`src/rtl/fea_frame_bank_ctrl_pkg.sv`:
```
// Shared types and elaboration helpers for the feature-pipeline frame sequencer.
package fea_pkg;

    typedef enum logic [1:0] {
        IDLE   = 2'd0,
        ACTIVE = 2'd1,
        GAP    = 2'd2,
        WAIT   = 2'd3
    } fsm_state_t;

    // Never returns less than one so that single-entry fields still get a bit.
    function automatic int clog2(input int value);
        int width;
        width = 1;
        while ((32'sd1 << width) < value) begin
            width = width + 1;
        end
        return width;
    endfunction

    function automatic int cnt_width(input int addr_w);
        return addr_w + 1;
    endfunction

    function automatic bit params_legal(input int num_ch, input int depth,
                                        input int gap_min, input int addr_w);
        return (num_ch >= 2) && (depth >= 3) && (gap_min >= 1) && (addr_w >= 1);
    endfunction

endpackage

```
`src/rtl/fea_frame_bank_ctrl_frame_gap_det.sv`:
```
// Splits the pixel-valid stream into frames with a minimum-gap rule and
// sequences frames onto channels in round-robin order.
module frame_gap_det
    import fea_pkg::*;
#(
    parameter int NUM_CH  = 2,
    parameter int GAP_MIN = 1,
    parameter int CH_W    = 1
) (
    input  logic            clk,
    input  logic            rst,
    input  logic            din_valid,
    input  logic            flush,
    output logic            frame_start,
    output logic            set_wrap,
    output logic            running,
    output logic [CH_W-1:0] ch_idx,
    output logic [CH_W-1:0] new_ch
);

    localparam int GAP_W = clog2(GAP_MIN + 1);
    localparam logic [CH_W-1:0]  LAST_CH  = CH_W'(NUM_CH - 1);
    localparam logic [GAP_W-1:0] GAP_LAST = GAP_W'(GAP_MIN);

    fsm_state_t       state_r;
    logic [GAP_W-1:0] gap_cnt_r;
    logic [CH_W-1:0]  ch_idx_r;
    logic             from_wait_s;

    assign ch_idx = ch_idx_r;

    // Mealy frame-start decode, next channel and set-wrap indication
    always_comb begin
        from_wait_s = (state_r == WAIT);
        running     = (state_r != IDLE);
        frame_start = din_valid && ((state_r == IDLE) || from_wait_s);
        if (from_wait_s) begin
            new_ch = (ch_idx_r == LAST_CH) ? CH_W'(0) : ch_idx_r + CH_W'(1);
        end else begin
            new_ch = CH_W'(0);
        end
        set_wrap = frame_start && from_wait_s && (ch_idx_r == LAST_CH);
    end

    // Frame FSM; a flush abandons the set and waits for a fresh burst
    always_ff @(posedge clk) begin
        if (rst) begin
            state_r   <= IDLE;
            gap_cnt_r <= GAP_W'(0);
            ch_idx_r  <= CH_W'(0);
        end else if (flush && (state_r != IDLE)) begin
            state_r   <= IDLE;
            gap_cnt_r <= GAP_W'(0);
        end else begin
            case (state_r)
                IDLE, WAIT: begin
                    if (din_valid) begin
                        state_r  <= ACTIVE;
                        ch_idx_r <= new_ch;
                    end
                end
                ACTIVE: begin
                    if (!din_valid) begin
                        gap_cnt_r <= GAP_W'(1);
                        state_r   <= (GAP_MIN == 1) ? WAIT : GAP;
                    end
                end
                GAP: begin
                    if (din_valid) begin
                        state_r <= ACTIVE;
                    end else if ((gap_cnt_r + GAP_W'(1)) == GAP_LAST) begin
                        state_r <= WAIT;
                    end else begin
                        gap_cnt_r <= gap_cnt_r + GAP_W'(1);
                    end
                end
                default: state_r <= IDLE;
            endcase
        end
    end

endmodule

```
`src/rtl/fea_frame_bank_ctrl.sv`:
```
// Frame sequencer and per-set feature-count bookkeeper: descriptor write
// addressing, saturation tracking and a DEPTH-slot ring of committed sets.
module fea_frame_bank_ctrl
    import fea_pkg::*;
#(
    parameter int NUM_CH  = 2,
    parameter int DEPTH   = 5,
    parameter int ADDR_W  = 10,
    parameter int GAP_MIN = 1
) (
    input  logic                               clk,
    input  logic                               rst,
    input  logic                               din_valid,
    input  logic                               feat_valid,
    input  logic                               feat_flag,
    input  logic                               flush,
    input  logic                               ovf_clr,
    output logic                               wr_en,
    output logic [clog2(NUM_CH)-1:0]           wr_ch,
    output logic [clog2(DEPTH)-1:0]            wr_bank,
    output logic [ADDR_W-1:0]                  wr_addr,
    output logic                               frame_start,
    output logic                               set_done,
    output logic [clog2(DEPTH)-1:0]            cur_bank,
    output logic [clog2(DEPTH)-1:0]            prev_bank,
    output logic [NUM_CH*cnt_width(ADDR_W)-1:0] cur_cnt,
    output logic [NUM_CH*cnt_width(ADDR_W)-1:0] prev_cnt,
    output logic                               cnt_valid,
    output logic                               prev_valid,
    output logic [NUM_CH-1:0]                  ovf
);

    localparam int CH_W   = clog2(NUM_CH);
    localparam int BANK_W = clog2(DEPTH);
    localparam int CNT_W  = cnt_width(ADDR_W);
    localparam int SET_W  = NUM_CH * CNT_W;

    if (!params_legal(NUM_CH, DEPTH, GAP_MIN, ADDR_W)) begin : g_param_check
        $error("fea_frame_bank_ctrl: illegal parameter combination");
    end

    logic                        set_wrap_s;
    logic                        running_s;
    logic [CH_W-1:0]             ch_idx_s;
    logic [CH_W-1:0]             new_ch_s;
    logic                        accept_s;
    logic                        sat_s;
    logic                        commit_s;
    logic [NUM_CH-1:0][CNT_W-1:0] staging_r;
    logic [NUM_CH-1:0][CNT_W-1:0] stg_inc_s;
    logic [NUM_CH-1:0][CNT_W-1:0] stg_next_s;
    logic [NUM_CH-1:0]           ovf_next_s;
    logic [SET_W-1:0]            bank_r [DEPTH];
    logic [BANK_W-1:0]           wbank_r;
    logic [BANK_W-1:0]           cur_bank_r;
    logic [BANK_W-1:0]           prev_bank_r;
    logic [SET_W-1:0]            cur_cnt_r;
    logic [SET_W-1:0]            prev_cnt_r;
    logic                        cnt_valid_r;
    logic                        prev_valid_r;
    logic                        set_done_r;
    logic [NUM_CH-1:0]           ovf_r;

    frame_gap_det #(
        .NUM_CH  (NUM_CH),
        .GAP_MIN (GAP_MIN),
        .CH_W    (CH_W)
    ) u_gap_det (
        .clk         (clk),
        .rst         (rst),
        .din_valid   (din_valid),
        .flush       (flush),
        .frame_start (frame_start),
        .set_wrap    (set_wrap_s),
        .running     (running_s),
        .ch_idx      (ch_idx_s),
        .new_ch      (new_ch_s)
    );

    // Feature acceptance, descriptor write port and next staging counts
    always_comb begin
        accept_s  = feat_valid && feat_flag && running_s;
        sat_s     = staging_r[ch_idx_s][ADDR_W];
        wr_en     = accept_s && !sat_s;
        wr_ch     = ch_idx_s;
        wr_bank   = wbank_r;
        wr_addr   = staging_r[ch_idx_s][ADDR_W-1:0];
        stg_inc_s = staging_r;
        if (wr_en) begin
            stg_inc_s[ch_idx_s] = staging_r[ch_idx_s] + CNT_W'(1);
        end else begin
            stg_inc_s[ch_idx_s] = staging_r[ch_idx_s];
        end
        commit_s   = set_wrap_s || (flush && running_s);
        stg_next_s = stg_inc_s;
        // A feature in the frame-start cycle still lands in the old channel.
        if (commit_s) begin
            stg_next_s = '0;
        end else if (frame_start) begin
            stg_next_s[new_ch_s] = CNT_W'(0);
        end else begin
            stg_next_s = stg_inc_s;
        end
        ovf_next_s = ovf_clr ? NUM_CH'(0) : ovf_r;
        if (accept_s && sat_s) begin
            ovf_next_s[ch_idx_s] = 1'b1;
        end else begin
            ovf_next_s[ch_idx_s] = ovf_clr ? 1'b0 : ovf_r[ch_idx_s];
        end
    end

    // Staging counters, ring commit and matcher-facing registers
    always_ff @(posedge clk) begin
        if (rst) begin
            staging_r    <= '0;
            wbank_r      <= BANK_W'(0);
            cur_bank_r   <= BANK_W'(0);
            prev_bank_r  <= BANK_W'(0);
            cur_cnt_r    <= SET_W'(0);
            prev_cnt_r   <= SET_W'(0);
            cnt_valid_r  <= 1'b0;
            prev_valid_r <= 1'b0;
            set_done_r   <= 1'b0;
            ovf_r        <= NUM_CH'(0);
            for (int i = 0; i < DEPTH; i++) begin
                bank_r[i] <= SET_W'(0);
            end
        end else begin
            staging_r  <= stg_next_s;
            set_done_r <= commit_s;
            ovf_r      <= ovf_next_s;
            if (commit_s) begin
                bank_r[wbank_r] <= stg_inc_s;
                cur_cnt_r       <= stg_inc_s;
                prev_cnt_r      <= bank_r[cur_bank_r];
                prev_bank_r     <= cur_bank_r;
                cur_bank_r      <= wbank_r;
                wbank_r         <= (wbank_r == BANK_W'(DEPTH - 1)) ? BANK_W'(0)
                                                                   : wbank_r + BANK_W'(1);
                prev_valid_r    <= cnt_valid_r;
                cnt_valid_r     <= 1'b1;
            end
        end
    end

    assign set_done   = set_done_r;
    assign cur_bank   = cur_bank_r;
    assign prev_bank  = prev_bank_r;
    assign cur_cnt    = cur_cnt_r;
    assign prev_cnt   = prev_cnt_r;
    assign cnt_valid  = cnt_valid_r;
    assign prev_valid = prev_valid_r;
    assign ovf        = ovf_r;

endmodule

```
`config.mk`:
```
export PLATFORM = sky130hd
export DESIGN_NAME = fea_frame_bank_ctrl
export DESIGN_NICKNAME = d
export VERILOG_FILES = /design/src/rtl/fea_frame_bank_ctrl_pkg.sv /design/src/rtl/fea_frame_bank_ctrl_frame_gap_det.sv /design/src/rtl/fea_frame_bank_ctrl.sv
export SDC_FILE = /design/constraint.sdc
export NUM_CORES = 1
export LEC_CHECK = 0
export CAP_MARGIN = 20
export CORE_ASPECT_RATIO = 1.25
export CORE_MARGIN = 4
export CORE_UTILIZATION = 30
export CTS_CLUSTER_SIZE = 16
export DETAILED_ROUTE_END_ITERATION = 10
export GPL_TIMING_DRIVEN = 0
export PLACE_DENSITY = 0.45
export SLEW_MARGIN = 20
export SYNTH_ARGS = -nofsm -noshare
export SYNTH_HDL_FRONTEND = slang
export SYNTH_HIERARCHICAL = 1
export SYNTH_SLANG_ARGS = --single-unit
```
`constraint.sdc`:
```
create_clock -name clk -period 9.4 [get_ports clk]
set_input_delay 1.88 -clock clk [delete_from_list [all_inputs] [get_ports clk]]
set_output_delay 1.88 -clock clk [all_outputs]
set_load 0.05 [all_outputs]
```
==> impl_metrics.ini, run 1 <==
[detailed_routing]
routedWlPerCell_um = 20.78
postRouteAntennaNets = 0
dr.first_iter.drc_count = 409
dr.pass1.iters = 4
num_vias = 6704
drcViolationCount = 0
wl_um = 29160
routed_via_density = 4.778

[timing]
slew_headroom = 0.2570
hold_viol_final = 0
finClkSkew_ns = 0.01924
fmax_ghz = 0.1806
rsz0062_at_grt = no
tightest_slew_ns = 1.111
setup-tns-final_ns = 0
fin_crit_sh = 0.5890
fin_crit_ns = 5.537
setup_viol = 0
drv_slew = 0

[clock_tree]
tritoncts = done
hold_buffers = 0
cts.sinks = 260
cts_max_path_buffers = 3
postCtsSetupBuffers = 0
clock_latency_ns = 0.54
cts_root_buf = clkbuf_16
path_clk_slew_ns = 0.06
cts.repair.resized = 0
cts_inserted_buffers = 27
htree_levels = 1

[synth]
synth_edf_count = 176
avgSynthCellArea_um2 = 13.64
synth_nets = 810
ys_async_sr_fraction = 0
synth-seq-area-share = 0.6434
synth_ff_type = edfxtp_1
yosysUniqueCellTypes = 62
post-synth-top-area-fraction = 0.4881
synth_area_mm2 = 0.01083
synth_cells = 794
synth_area_leaders = edfxtp_1 (49%), dfxtp_1 (16%), mux4_2 (9.2%)
synth-seq-cells = 260
yosysWarnings = 6
synth_top_area_cell = edfxtp_1

[setup_path]
r2r-start = u_gap_det/ch_idx$_SDFFE_PP0P_
cp.arrival_ns = 3.66
r2r-end = bank_r[6][2]$_DFFE_PP_
end_kind = output port
worstPathMaxFanout = 5
reg2reg_slack_ns = 5.96
critPathRequiredTime_ns = 7.52
reg2reg_depth = 7
critPathKind = primary input to output port
cp-start-kind = primary input

[final_layout]
final_cell_mix = nor2_1 (189), edfxtp_1 (176), dfxtp_1 (84)
final_common_cell = nor2_1
multi_input_area_mm2 = 0.003572
regArea_mm2 = 0.006967
final_nets = 925
nFillCells = 3446
antenna_cells = 0
area_growth_pct = 21.67
layoutNonFillerInstCount = 1403
final_layout_size_suffix_gt1_frac = 0.1679

[placement]
gp_congestion = 0.7703
port-buffer-count = 77
dp.cells = 1354
hpwl_um = 20350

[power_and_ir_drop]
vdd_drop_max_mv = 0.1037
seq_power_share = 0.496
intPower_uw = 1945
combPwrFrac = 0.094
swShare = 0.2438
power_density_mw_per_mm2 = 195.2
p_sw_uw = 626.9
p_leak_uw = 0.004373
power.total_uw = 2571
clkPwrFrac = 0.410

[grt]
grt_pass1_vias = 7128
antenna_found_initial = 0
grt.total_usage = 0.1499
overflow = 0
grt_pass1_wl_um = 44190
grt_max_degree = 23

[die]
core-area_mm2 = 0.03555
num_rows = 77
die_w_um = 177.9
die_h_um = 220.4
die-area_mm2 = 0.03922
ios = 78
initial_core_util = 0.3046

[hold_path]
hold_path_depth = 2
hp-start = prev_bank[1]$_SDFFE_PP0N_
min_to = prev_bank[1]$_SDFFE_PP0N_
min_path_type = register to register

[run_status]
status = finished, final reports clean

[job]
drv_cap = 0
## state kept, by name (all words and copies together) (netlist names)
register,cells
bank_r,176
prev_valid,1
prev_bank,3
u_gap_det/gap_cnt_r,1
staging_r,22
cnt_valid,1
prev_cnt,22
set_done,1
wr_bank,3
u_gap_det/state_r,2
cur_cnt,22
u_gap_det/ch_idx,1
cur_bank,3
ovf,2
## power by group through the flow
stage               Sequential [uW]  Combinational (uW)  Clock (uW)
CTS                            1280                 246        1080
finish                         1270                 242        1060
detailed placement             1300                 246           0
global route                   1280                 261        1120
global placement               1300                 245           0
floorplan                      1360                95.8           0
## cells in the mapped netlist (all sizes together), types with 2 or more instances
cell,number
nand2,30
mux4,44
nand4,4
o21ai,4
and3,4
mux2i,27
nor2,191
clkbuf,37
a21o,3
nor3,4
nor3b,2
nor2b,5
a32o,2
nand3b,2
dfxtp,84
a21oi,15
and3b,2
o2111ai,2
nand3,8
and2b,2
edfxtp,176
buf,12
inv,31
nand2b,7
a31oi,4
mux2,8
a22oi,2
a211oi,47
ha,9
xnor2,8
xor2,7
and2,2
## layer usage
layer	track usage	up-vias	wire length [um]
li1	-	3118	-
met1	0.1946	3413	12420
met2	0.2617	138	14830
met3	0.02068	35	1260
met4	0.04411	0	644
met5	0	-	0
## cell type report
type                            count  area share
Clock inverter                     14    0.008738
Inverter                           31    0.008833
Sequential cell                   260      0.5288
Clock buffer                       35     0.05651
Multi-Input combinational cell    454      0.2712
Timing Repair Buffer               86     0.06515
Tap cell                          474     0.04502
Buffer                             49     0.01577
## critical path, cell delays in order
cell	delay, ns
clkdlybuf4s50_1	0.48
nand3_2	0.18
a211oi_1	0.27
clkdlybuf4s50_1	0.84
## stage by stage
step                        util  hold slack, ns  area (um2)  setup WS (ns)
after global placement    0.3429          0.4419       12190          1.210
after global routing      0.3706          0.4850       13170          3.772
final                     0.3706          0.4521       13170          3.863
after detailed placement  0.3463          0.4452       12310          3.864
after floorplan                -          0.4558       10830          4.174
after CTS                 0.3705          0.4540       13170          3.843
## kinds of logic after synthesis
kind of cell,synth area share
XOR/XNOR,0.01560
multiplexers,0.1262
AND/OR/NAND/NOR,0.1102
buffers and inverters,0.02993
adder cells (fa/ha/maj),0.01040
flip-flops,0.6434
AO/OA/AOI/OAI,0.06425
## worst max-delay path by stage
stage / startpoint / end / slack [ns] / depth (start not counted)
finish: feat_valid / wr_en / 3.86 / 4
floorplan: din_valid / bank_r[6][0]$_DFFE_PP_ / 4.17 / 5
CTS: feat_valid / wr_en / 3.84 / 4
global placement: din_valid / bank_r[6][18]$_DFFE_PP_ / 1.21 / 6
detailed placement: feat_valid / wr_en / 3.86 / 4
global route: feat_valid / wr_en / 3.77 / 4
No activity file was read; power rests on OpenSTA's default activity.
==> run 2, diff against run 1 <==
- PLACE_DENSITY: 0.45 -> 0.47
- clock period: 9.4 -> 4.7 ns (I/O delays scaled with it)
==> run 2 against run 1 <==
Effect of this change:
- combinational power increased by 100%
- clock power grew 100%
- setup slack worse by 3.1 ns
- hold slack hardly changed
- sequential cell count stayed put
- critical path depth rose by 1
- sequential power increased by 100%
- critical path type is now register to output port
- clock-buffer cell count rose by 7
- first-iteration DRC count down 22%
- utilization up 0.056 points
- global-route usage shrank 0.61 points
- non-clock buffer count stayed put
==> impl_metrics.ini, run 2 (synthesis results as in run 1) <==
[clock_tree]
path_clk_slew_ns = 0.06
cts.sinks = 260
clock_latency_ns = 0.55
cts_inserted_buffers = 28
tritoncts = done
htree_levels = 1
cts.repair.resized = 0
cts_root_buf = clkbuf_16
cts_max_path_buffers = 3
postCtsSetupBuffers = 0
hold_buffers = 0

[power_and_ir_drop]
p_leak_uw = 0.004373
power.total_uw = 5150
power_density_mw_per_mm2 = 390.3
vdd_drop_max_mv = 0.2211

[detailed_routing]
dr.pass1.iters = 4
routed-wl-met2_um = 14520
postRouteAntennaNets = 0
wl_um = 28320
wl_met1_um = 12250
dr.first_iter.drc_count = 318
met3_length_um = 1004
drcViolationCount = 0
num_vias = 6687
routed_via_density = 4.759
top_layer = met4
routedWlPerCell_um = 20.16

[placement]
hpwl_um = 20120
dp.cells = 1354
gp_congestion = 0.7954
port-buffer-count = 77

[grt]
antenna_found_initial = 0
grt.total_usage = 0.1438
overflow = 0
grt_max_degree = 23
grt_pass1_wl_um = 42540
grt_pass1_vias = 6938

[final_layout]
area_growth_pct = 21.85
final_cell_mix = nor2_1 (189), edfxtp_1 (176), dfxtp_1 (84)
nFillCells = 3437
largest_reg_flops = 176
final_nets = 926
top_register = bank_r
final_common_cell = nor2_1
final_layout_size_suffix_gt1_frac = 0.1654
antenna_cells = 0
layoutNonFillerInstCount = 1405

[setup_path]
end_kind = output port
cp-start-kind = register
slowest_delay_ns = 0.84
critPathRequiredTime_ns = 3.76
worstPathMaxFanout = 10
cp.arrival_ns = 3.00
crit_chain = buf_4 > clkbuf_1 > nor2b_1 > a211oi_1 > clkdlybuf4s50_1
crit_path_top_delay_cell = clkdlybuf4s50_1
critPathKind = register to output port

[timing]
setup_viol = 0
holdWs_ns = 0.4523
fin_crit_sh = 0.8381
rsz0062_at_grt = no
slew_headroom = 0.3416
tightest_slew_ns = 0.9602
drv_slew = 0
hold_viol_final = 0
fmax_ghz = 0.2539
finClkSkew_ns = 0.01048
fin_crit_ns = 3.939

[die]
num_rows = 77
initial_core_util = 0.3046
die-area_mm2 = 0.03922
die_h_um = 220.4
core-area_mm2 = 0.03555
ios = 78
die_w_um = 177.9

[hold_path]
min_path_type = register to register

[job]
drv_cap = 0

[run_status]
status = finished, final reports clean
==> run 2: cell count changes in the layout (fill, tap and decap cells not counted), sizes merged <==
cell,change
clkbuf,+7
clkinv,-5
==> run 2: cell type report <==
cell class,instances,area (um2),area share
buffer,49,207.7,0.01574
clock buffer,42,773.2,0.05861
clock inverter,9,106.4,0.008061
inverter,31,116.4,0.008819
multi-input combinational,454,3572,0.2707
sequential,260,6967,0.5280
tap,474,593.1,0.04495
timing repair buffer,86,858.3,0.06505
==> run 2: through the flow <==
step | instance area [um2] | utilization | setup slack (ns) | setup TNS [ns]
2_1_floorplan | 10830 | - | 0.4142 | 0
6_report | 13190 | 0.3711 | 0.7607 | 0
5_1_grt | 13190 | 0.3711 | 0.5079 | 0
4_1_cts | 13190 | 0.3711 | 0.7011 | 0
3_5_place_dp | 12310 | 0.3464 | 0.8918 | 0
3_3_place_gp | 12190 | 0.3429 | -2.460 | -92.90
==> run 2: per-layer routing <==
layer  vias to the layer above  track usage
met2                       123       0.2537
li1                       3120            -
met3                        36      0.01828
met4                         0      0.03740
met5                         -            0
met1                      3408       0.1874
==> run 2: final timing paths <==
path              cells past startpoint                         to                          start  slack (ns)
setup reg to reg                      8     bank_r[7][4]$_DFFE_PP_  u_gap_det/ch_idx$_SDFFE_PP0P_        1.39
hold reg to reg                       2  prev_bank[1]$_SDFFE_PP0N_      prev_bank[1]$_SDFFE_PP0N_        0.45
hold / removal                        2  prev_bank[1]$_SDFFE_PP0N_      prev_bank[1]$_SDFFE_PP0N_        0.45
setup / recovery                      5                      wr_en  u_gap_det/ch_idx$_SDFFE_PP0P_        0.76
==> run 2: where the power goes <==
group,switching [uW],internal (uW)
Clock,874,1240
Sequential,36.1,2510
Combinational,327,156
Total,1240,3910
==> run 2: critical path: cells and delay by family (launching register included) <==
kind                   cells  cell delay [ns]
and+or+nand+nor            1             0.14
buffers and inverters      3             1.55
DFF                        1             0.57
AOI/OAI and AO/OA          1             0.21
==> run 3, diff against run 2 <==
- clock period: 4.7 -> 3.6 ns (I/O delays scaled with it)
==> run 3 against run 2 <==
Effect of this change:
- largest power group unchanged
- critical path depth is 4 higher
- clock-buffer cell count is 5 lower
- sequential cell count stayed put
- critical path type is now register to register
- utilization is 0.32 points lower
==> impl_metrics.ini, run 3 (synthesis results as in run 1) <==
[run_status]
status = finished, final reports clean

[die]
die_w_um = 177.9
die_h_um = 220.4
die-area_mm2 = 0.03922
core-area_mm2 = 0.03555
num_rows = 77
initial_core_util = 0.3046
ios = 78

[detailed_routing]
num_vias = 6592
routedWlPerCell_um = 20.16
wl_um = 28120
routed_via_density = 4.725
dr.first_iter.drc_count = 427
drcViolationCount = 0
postRouteAntennaNets = 0
dr.pass1.iters = 4

[setup_path]
cp-start-kind = register
cp.arrival_ns = 3.50
critPathRequiredTime_ns = 3.84
end_kind = register
worstPathMaxFanout = 12
reg2reg_depth = 9
critPathKind = register to register

[timing]
tightest_slew_ns = 1.065
drv_slew = 0
fmax_ghz = 0.3066
finClkSkew_ns = 0.01937
hold_viol_final = 0
finalWorstSetupSlack_ns = 0.3384
setup_viol = 0
slew_headroom = 0.2875
fin_crit_ns = 3.262
fin_crit_sh = 0.9060
holdWs_ns = 0.4512
rsz0062_at_grt = no

[grt]
grt_pass1_wl_um = 42150
grt_max_degree = 23
grt_pass1_vias = 6834
antenna_found_initial = 0
grt.total_usage = 0.1424
overflow = 0

[job]
drv_cap = 0

[clock_tree]
htree_levels = 1
cts_inserted_buffers = 26
cts_root_buf = clkbuf_16
cts.sinks = 260
tritoncts = done
postCtsSetupBuffers = 0
cts_max_path_buffers = 3
path_clk_slew_ns = 0.06
hold_buffers = 0
clock_latency_ns = 0.54

[final_layout]
final_cell_mix = nor2_1 (189), edfxtp_1 (176), dfxtp_1 (84)
largest_reg_flops = 176
final_nets = 918
top_register = bank_r
nFillCells = 3437
final_common_cell = nor2_1
final_layout_size_suffix_gt1_frac = 0.1574
area_growth_pct = 20.79
antenna_cells = 0

[power_and_ir_drop]
clkPwrFrac = 0.390
intPower_uw = 4893
combPwrFrac = 0.097
swShare = 0.2454
power_density_mw_per_mm2 = 495.8
vdd_drop_max_mv = 0.3333
p_leak_uw = 0.004301
seq_power_share = 0.513
p_sw_uw = 1591

[hold_path]
hold_path_depth = 2
min_path_type = register to register

[placement]
port-buffer-count = 77
gp_congestion = 0.7976
pre_cts_ws_ns = -0.02685
hpwl_um = 19810
run 3: changes by cell type in the layout (fill, tap and decap cells not counted), moves of 2 or more:
cell / delta
buf_2: -3
clkbuf_1: -5
buf_4: -3
bufinv_16: -2
clkinv_1: +4
run 3: worst paths after layout:
check | start | to | slack, ns
setup / recovery | u_gap_det/state_r[1]$_SDFFE_PP0P_ | bank_r[5][14]$_DFFE_PP_ | 0.34
hold / removal | prev_bank[0]$_SDFFE_PP0N_ | prev_bank[0]$_SDFFE_PP0N_ | 0.45
setup reg to reg | u_gap_det/state_r[1]$_SDFFE_PP0P_ | bank_r[5][14]$_DFFE_PP_ | 0.34
hold reg to reg | prev_bank[0]$_SDFFE_PP0N_ | prev_bank[0]$_SDFFE_PP0N_ | 0.45
run 3: per-layer routing:
layer  wire [um]  vias up  share of wire  GRT usage
met5           0        -              0          0
met4         401        0          0.014    0.03456
met3        1043       27          0.037    0.01726
met2       14330      128           0.51     0.2524
met1       12350     3330           0.44     0.1862
li1            -     3107              -          -
run 3: critical path, cell delays in order (launching register included):
cell	delay, ns
dfxtp_1	0.43
inv_1	0.11
ha_1	0.32
and2b_4	0.29
and3_1	0.18
a21oi_1	0.12
nor2_1	0.31
nand2_1	0.21
nor3b_4	0.72
buf_6	0.27
run 3: stage by stage:
step / area, um2 / std cells / utilization / setup TNS [ns] / power, uW
after floorplan: 10840 / 794 / - / 0 / 3799
after global placement: 12200 / 1345 / 0.3433 / -103.11 / 4032
after detailed placement: 12300 / 1349 / 0.3461 / -0.4457 / 4034
after CTS: 13080 / 1395 / 0.3679 / 0 / 6553
after global routing: 13080 / 1395 / 0.3679 / 0 / 6724
final: 13080 / 1395 / 0.3679 / 0 / 6484
run 3: cell type report:
| class | count | area (um2) | share of cell area |
|---|---|---|---|
| multi-input combinational | 454 | 3587 | 0.2743 |
| clock buffer | 37 | 733.2 | 0.05606 |
| buffer | 48 | 203.9 | 0.01559 |
| tap | 474 | 593.1 | 0.04535 |
| sequential | 260 | 6967 | 0.5327 |
| inverter | 31 | 116.4 | 0.008897 |
| clock inverter | 10 | 47.55 | 0.003635 |
| timing repair buffer | 81 | 830.8 | 0.06352 |
run 3: repair_timing:
action,in CTS,in global routing
resized for setup,1,0
hold endpoints to repair,0,0
setup endpoints to repair,5,0
run 3: power groups by stage:
stage	sequential, uW	combinational [uW]	clock, uW
4_1_cts	3330	641	2580
3_5_place_dp	3390	639	0
3_3_place_gp	3390	639	0
5_1_grt	3340	673	2710
2_1_floorplan	3550	251	0
6_report	3330	630	2530
